<file path="config.mk">
export PLATFORM = sky130hd
export DESIGN_NAME = stdp_synapse_array
export DESIGN_NICKNAME = d
export VERILOG_FILES = /design/src/rtl/stdp_synapse_array.sv
export SDC_FILE = /design/constraint.sdc
export NUM_CORES = 1
export LEC_CHECK = 0
export BUFFER_PORTS_ARGS = -buffer_cell sky130_fd_sc_hd__buf_2
export CAP_MARGIN = 25
export CORE_ASPECT_RATIO = 1.25
export CORE_MARGIN = 2
export CORE_UTILIZATION = 60
export CTS_BUF_LIST = sky130_fd_sc_hd__clkbuf_8
export CTS_CLUSTER_SIZE = 14
export DETAILED_ROUTE_END_ITERATION = 12
export PLACE_DENSITY = 0.79
export RECOVER_POWER = 50
export SYNTH_ARGS = -nofsm -noshare
export SYNTH_HDL_FRONTEND = slang
export SYNTH_SLANG_ARGS = --single-unit
export TNS_END_PERCENT = 1
</file>
<file path="constraint.sdc">
create_clock -name clk -period 13.2 [get_ports clk]
set_input_delay 0.66 -clock clk [delete_from_list [all_inputs] [get_ports clk]]
set_output_delay 0.66 -clock clk [all_outputs]
set_load 0.02 [all_outputs]
</file>
<file path="src/rtl/stdp_synapse_array.sv">
`timescale 1ns/1ps
// N plastic synapses with pair-based STDP (saturating weights) driving one summed activation.
// Activation is registered (1 cycle); weight/trace updates show one cycle later; no handshakes, inputs sampled every edge.
module stdp_synapse_array #(
    parameter int N           = 4,
    parameter int W           = 8,
    parameter int TW          = 8,
    parameter int DECAY_SHIFT = 1,
    parameter int LTP_SHIFT   = 4,
    parameter int LTD_SHIFT   = 4,
    parameter int INIT_WEIGHT = 128,
    localparam int AW         = $clog2(N)
) (
    input  logic            clk,
    input  logic            reset,
    input  logic            learn,
    input  logic [N-1:0]    pre_spike,
    input  logic            post_spike,
    input  logic            wr_en,
    input  logic [AW-1:0]   wr_addr,
    input  logic [W-1:0]    wr_data,
    input  logic [AW-1:0]   rd_addr,
    output logic [W-1:0]    rd_data,
    output logic [W+AW-1:0] activation
);

    localparam int SW = W + AW;
    // Two guard bits above the wider of weight/trace keep add-then-subtract exact before clamping.
    localparam int EW = ((W > TW) ? W : TW) + 2;
    localparam logic signed [EW-1:0] WMAX = {{(EW-W){1'b0}}, {W{1'b1}}};

    logic [W-1:0]           weight       [N];
    logic [TW-1:0]          pre_trace    [N];
    logic [TW-1:0]          post_trace;
    logic [W-1:0]           learn_weight [N];
    logic signed [EW-1:0]   ltp          [N];
    logic signed [EW-1:0]   ltd          [N];
    logic signed [EW-1:0]   wsum         [N];
    logic [SW-1:0]          act_sum;

    always_comb begin
        for (int i = 0; i < N; i++) begin
            ltp[i] = '0;
            ltd[i] = '0;
            if (post_spike) begin
                ltp[i] = $signed(EW'(pre_trace[i] >> LTP_SHIFT));
            end
            if (pre_spike[i]) begin
                ltd[i] = $signed(EW'(post_trace >> LTD_SHIFT));
            end
            wsum[i] = $signed(EW'(weight[i])) + ltp[i] - ltd[i];
            if (wsum[i][EW-1]) begin
                learn_weight[i] = '0;
            end else if (wsum[i] > WMAX) begin
                learn_weight[i] = '1;
            end else begin
                learn_weight[i] = wsum[i][W-1:0];
            end
        end
    end

    always_comb begin
        act_sum = '0;
        for (int i = 0; i < N; i++) begin
            if (pre_spike[i]) begin
                act_sum = act_sum + SW'(weight[i]);
            end
        end
    end

    // Addresses at or beyond N match no synapse, so they read back as zero.
    always_comb begin
        rd_data = '0;
        for (int i = 0; i < N; i++) begin
            if (rd_addr == AW'(i)) begin
                rd_data = weight[i];
            end
        end
    end

    always_ff @(posedge clk or negedge reset) begin
        if (!reset) begin
            for (int i = 0; i < N; i++) begin
                weight[i]    <= W'(INIT_WEIGHT);
                pre_trace[i] <= '0;
            end
            post_trace <= '0;
            activation <= '0;
        end else begin
            activation <= act_sum;
            for (int i = 0; i < N; i++) begin
                if (wr_en && (wr_addr == AW'(i))) begin
                    weight[i] <= wr_data;
                end else if (learn) begin
                    weight[i] <= learn_weight[i];
                end
                if (learn) begin
                    pre_trace[i] <= pre_spike[i] ? {TW{1'b1}} : (pre_trace[i] >> DECAY_SHIFT);
                end
            end
            if (learn) begin
                post_trace <= post_spike ? {TW{1'b1}} : (post_trace >> DECAY_SHIFT);
            end
        end
    end

endmodule

</file>
==> impl_metrics.env <==
export IMPL_status="complete, but fails checks"
export IMPL_violations="capacitance limit, slew limit"
export IMPL_crit_type="input port to register"
export IMPL_yosys_warnings=0
export IMPL_final_common_cell="a21oi_1"
export IMPL_yosysUniqueCellTypes=54
export IMPL_clkLatencyLatePin_ps=350
export IMPL_min_to="pre_trace[12]"
export IMPL_skew_ps=7.27
export IMPL_fin_tns_setup_ps=0
export IMPL_dieArea_um2=11500
export IMPL_cts_root_buffer="clkbuf_8"
export IMPL_nFillCells=887
export IMPL_start_util_pct=60.9
export IMPL_clk_pin_slew_worst_paths_ps=70
export IMPL_place_hpwl_mm=13.2
export IMPL_wl_mm=17.1
export IMPL_area_growth_pct=7.57
export IMPL_whs_path_depth=2
export IMPL_synthCells=773
export IMPL_tightest_slew_ps=3430
export IMPL_post_route_drc_count=0
export IMPL_crit_fanout=17
export IMPL_setup_worst_path_end_class="register"
export IMPL_required_ps=13440
export IMPL_firstDrtPassIters=5
export IMPL_synth_async_sr_flop_share_pct=100
export IMPL_arrival_ps=5170
export IMPL_grt_usage_pct=32.3
export IMPL_cts_buffers=9
export IMPL_setup_viol=0
export IMPL_yosysSeqAreaShare_pct=24.5
export IMPL_r2r_slack_ps=8410
export IMPL_slew_viol_final=135
export IMPL_core_area_um2=10500
export IMPL_syn_nets=880
export IMPL_die_y_um=119
export IMPL_post_cts_buffers=0
export IMPL_synth_flop_cell="dfrtp_1"
export IMPL_htreeDepth=3
export IMPL_drt_iter0_markers=327
export IMPL_layout_drive_gt1_share_pct=10.6
export IMPL_rows=42
export IMPL_drv_cap=2
export IMPL_grt_pass1_vias=5664
export IMPL_cts_buffer_depth=2
export IMPL_yosys_register_bits=62
export IMPL_viasPerCell=6.16
export IMPL_fin_area_um2=6850
export IMPL_synth_edff_count=0
export IMPL_ant_nets=0
export IMPL_gr_total_overflow=0
export IMPL_rsz0062_at_grt="no"
export IMPL_relSlewSlack_pct=-128
export IMPL_min_period_over_period_pct=37.3
export IMPL_diodes=0
export IMPL_ctsHoldBuffers=0
export IMPL_antenna_found_initial=0
export IMPL_fmax_ghz=0.203
export IMPL_cp_slowest_cell="fa_1"
export IMPL_grt_max_degree=72
export IMPL_hold_class="register to register"
export IMPL_clock_sinks=62
export IMPL_num_vias=5741
export IMPL_cts_tree="built"
export IMPL_final_cell_mix="a21oi_1, inv_1, ha_1"
export IMPL_nNetsFinal=902
export IMPL_crit_family="compound AO/OA/AOI/OAI gates"
export IMPL_placedInstanceArea_um2=6620
export IMPL_r2r_end="activation[9]"
export IMPL_cpMostUsedCell="ha_1"
export IMPL_detail_route_wl_per_cell_um=18.3
export IMPL_critPathLaunchType="input port"
export IMPL_hold_viol_final=0
export IMPL_cpPeakStageDelay_ps=400
export IMPL_io_pins=39
export IMPL_io_buffers=38
export IMPL_grt_first_pass_wirelength_mm=28.3
export IMPL_finalCriticalPeriod_ps=4930
export IMPL_reg2regPathDepth=21
export IMPL_place_congestion=0.919
export IMPL_cts_resized=0
export IMPL_syn_cell_area_um2=6360
export IMPL_path_cells="buf_2 > and2_1 > ha_1 > inv_1 > fa_1 > nor2b_1 > o22ai_1 > or3_1 > a31oi_1 > ha_1 > o21a_1 > o31a_1 > o21a_1 > nor3_1 > nand3b_1 > o311ai_0 > ha_1 > o21ai_0 > nor2_1 > a41oi_1 > mux2i_1 > a211o_1"
export IMPL_synth_avg_cell_area_um2=8.23
export IMPL_die_w_um=96.1
export IMPL_hp_start="pre_trace[12]"
export IMPL_cp_buffers_inverters=2
export IMPL_reg2reg_from="weight[24]"
==> flip-flops by register name, summed over array words and instances, names as in the netlist <==
signal and count:
post_trace 4, activation 10, weight 32, pre_trace 16
==> area by class of cell <==
| class | instances | area [um2] | share of cell area [%] |
|---|---|---|---|
| multi-input combinational | 601 | 4380 | 64.0 |
| sequential | 62 | 1560 | 22.7 |
| inverter | 80 | 300 | 4.39 |
| timing repair buffer | 41 | 205 | 3.00 |
| clock buffer | 12 | 165 | 2.41 |
| tap | 132 | 165 | 2.41 |
| clock inverter | 4 | 68.8 | 1.01 |
==> Yosys cell counts, types with 4 or more instances <==
cell type / number / area share (%)
nor2_1: 63 / 3.7
a21o_1: 11 / 1.3
nor3b_1: 8 / 0.94
a31oi_1: 4 / 0.39
ha_1: 67 / 13
dfstp_2: 4 / 1.7
and2_1: 20 / 2.0
xnor2_1: 29 / 4.0
nor3_1: 50 / 3.9
inv_1: 80 / 4.7
clkbuf_1: 22 / 1.3
nand2b_1: 10 / 0.98
nand3b_1: 6 / 0.71
mux4_2: 8 / 2.8
a21oi_1: 102 / 8.0
nand2_1: 34 / 2.0
buf_1: 5 / 0.29
o31ai_1: 5 / 0.59
a211oi_1: 9 / 1.1
fa_1: 19 / 6.0
mux2_2: 12 / 2.1
or3_1: 10 / 0.98
nor2b_1: 6 / 0.59
dfrtp_1: 58 / 23
nand3_1: 6 / 0.47
o21ai_0: 58 / 4.6
mux2i_1: 5 / 0.79
o21bai_1: 6 / 0.71
xor2_1: 9 / 1.2
o21a_1: 10 / 1.2
==> worst reg2reg max path: cells and delay by family (launching register included) <==
kind | cells | cell delay [ps]
AOI/OAI and AO/OA | 9 | 1780
buffers and inverters | 1 | 50
and+or+nand+nor | 6 | 1070
DFF | 1 | 440
adders and majority gates | 4 | 1210
muxes | 1 | 130
==> cells by family (layout without fill, tap and decap cells) <==
group	Yosys count	count (layout)	share of synthesized area, %
muxes	25	25	5.74
buffers and inverters	110	137	6.65
adders and majority gates	86	86	19.2
DFF	62	62	24.5
AOI/OAI and AO/OA	229	229	21.3
and+or+nand+nor	223	223	17.5
xor gates and xnor gates	38	38	5.23
==> stage by stage <==
stage / utilization [%] / hold WS (ps) / setup WS [ps] / instances
6_report: 65.5 / 534 / 8270 / 932
2_1_floorplan: - / 364 / 8700 / 773
3_5_place_dp: 63.3 / 522 / 7990 / 916
5_1_grt: 65.5 / 554 / 7800 / 932
3_3_place_gp: 63.3 / 517 / 8070 / 916
4_1_cts: 65.5 / 505 / 8340 / 932
==> worst max path at each step <==
stage                 startpoint            end  slack [ps]  depth (start not counted)
finish              pre_spike[0]  activation[9]        8270                         22
global route        pre_spike[0]  activation[9]        7800                         23
global placement    pre_spike[0]  activation[9]        8070                         23
floorplan           pre_spike[0]  activation[9]        8700                         22
detailed placement  pre_spike[0]  activation[9]        7990                         23
CTS                 pre_spike[0]  activation[9]        8340                         23
==> metal layers <==
metal / wire (um) / up-vias / track usage, %
li1: - / 2747 / -
met1: 7160 / 2750 / 41.9
met2: 8240 / 190 / 51.2
met3: 948 / 54 / 6.07
met4: 742 / 0 / 15.4
met5: 0 / - / 0
Power is not shown: default switching activity piles up to over one toggle a cycle in this logic, so the estimate is an artifact.
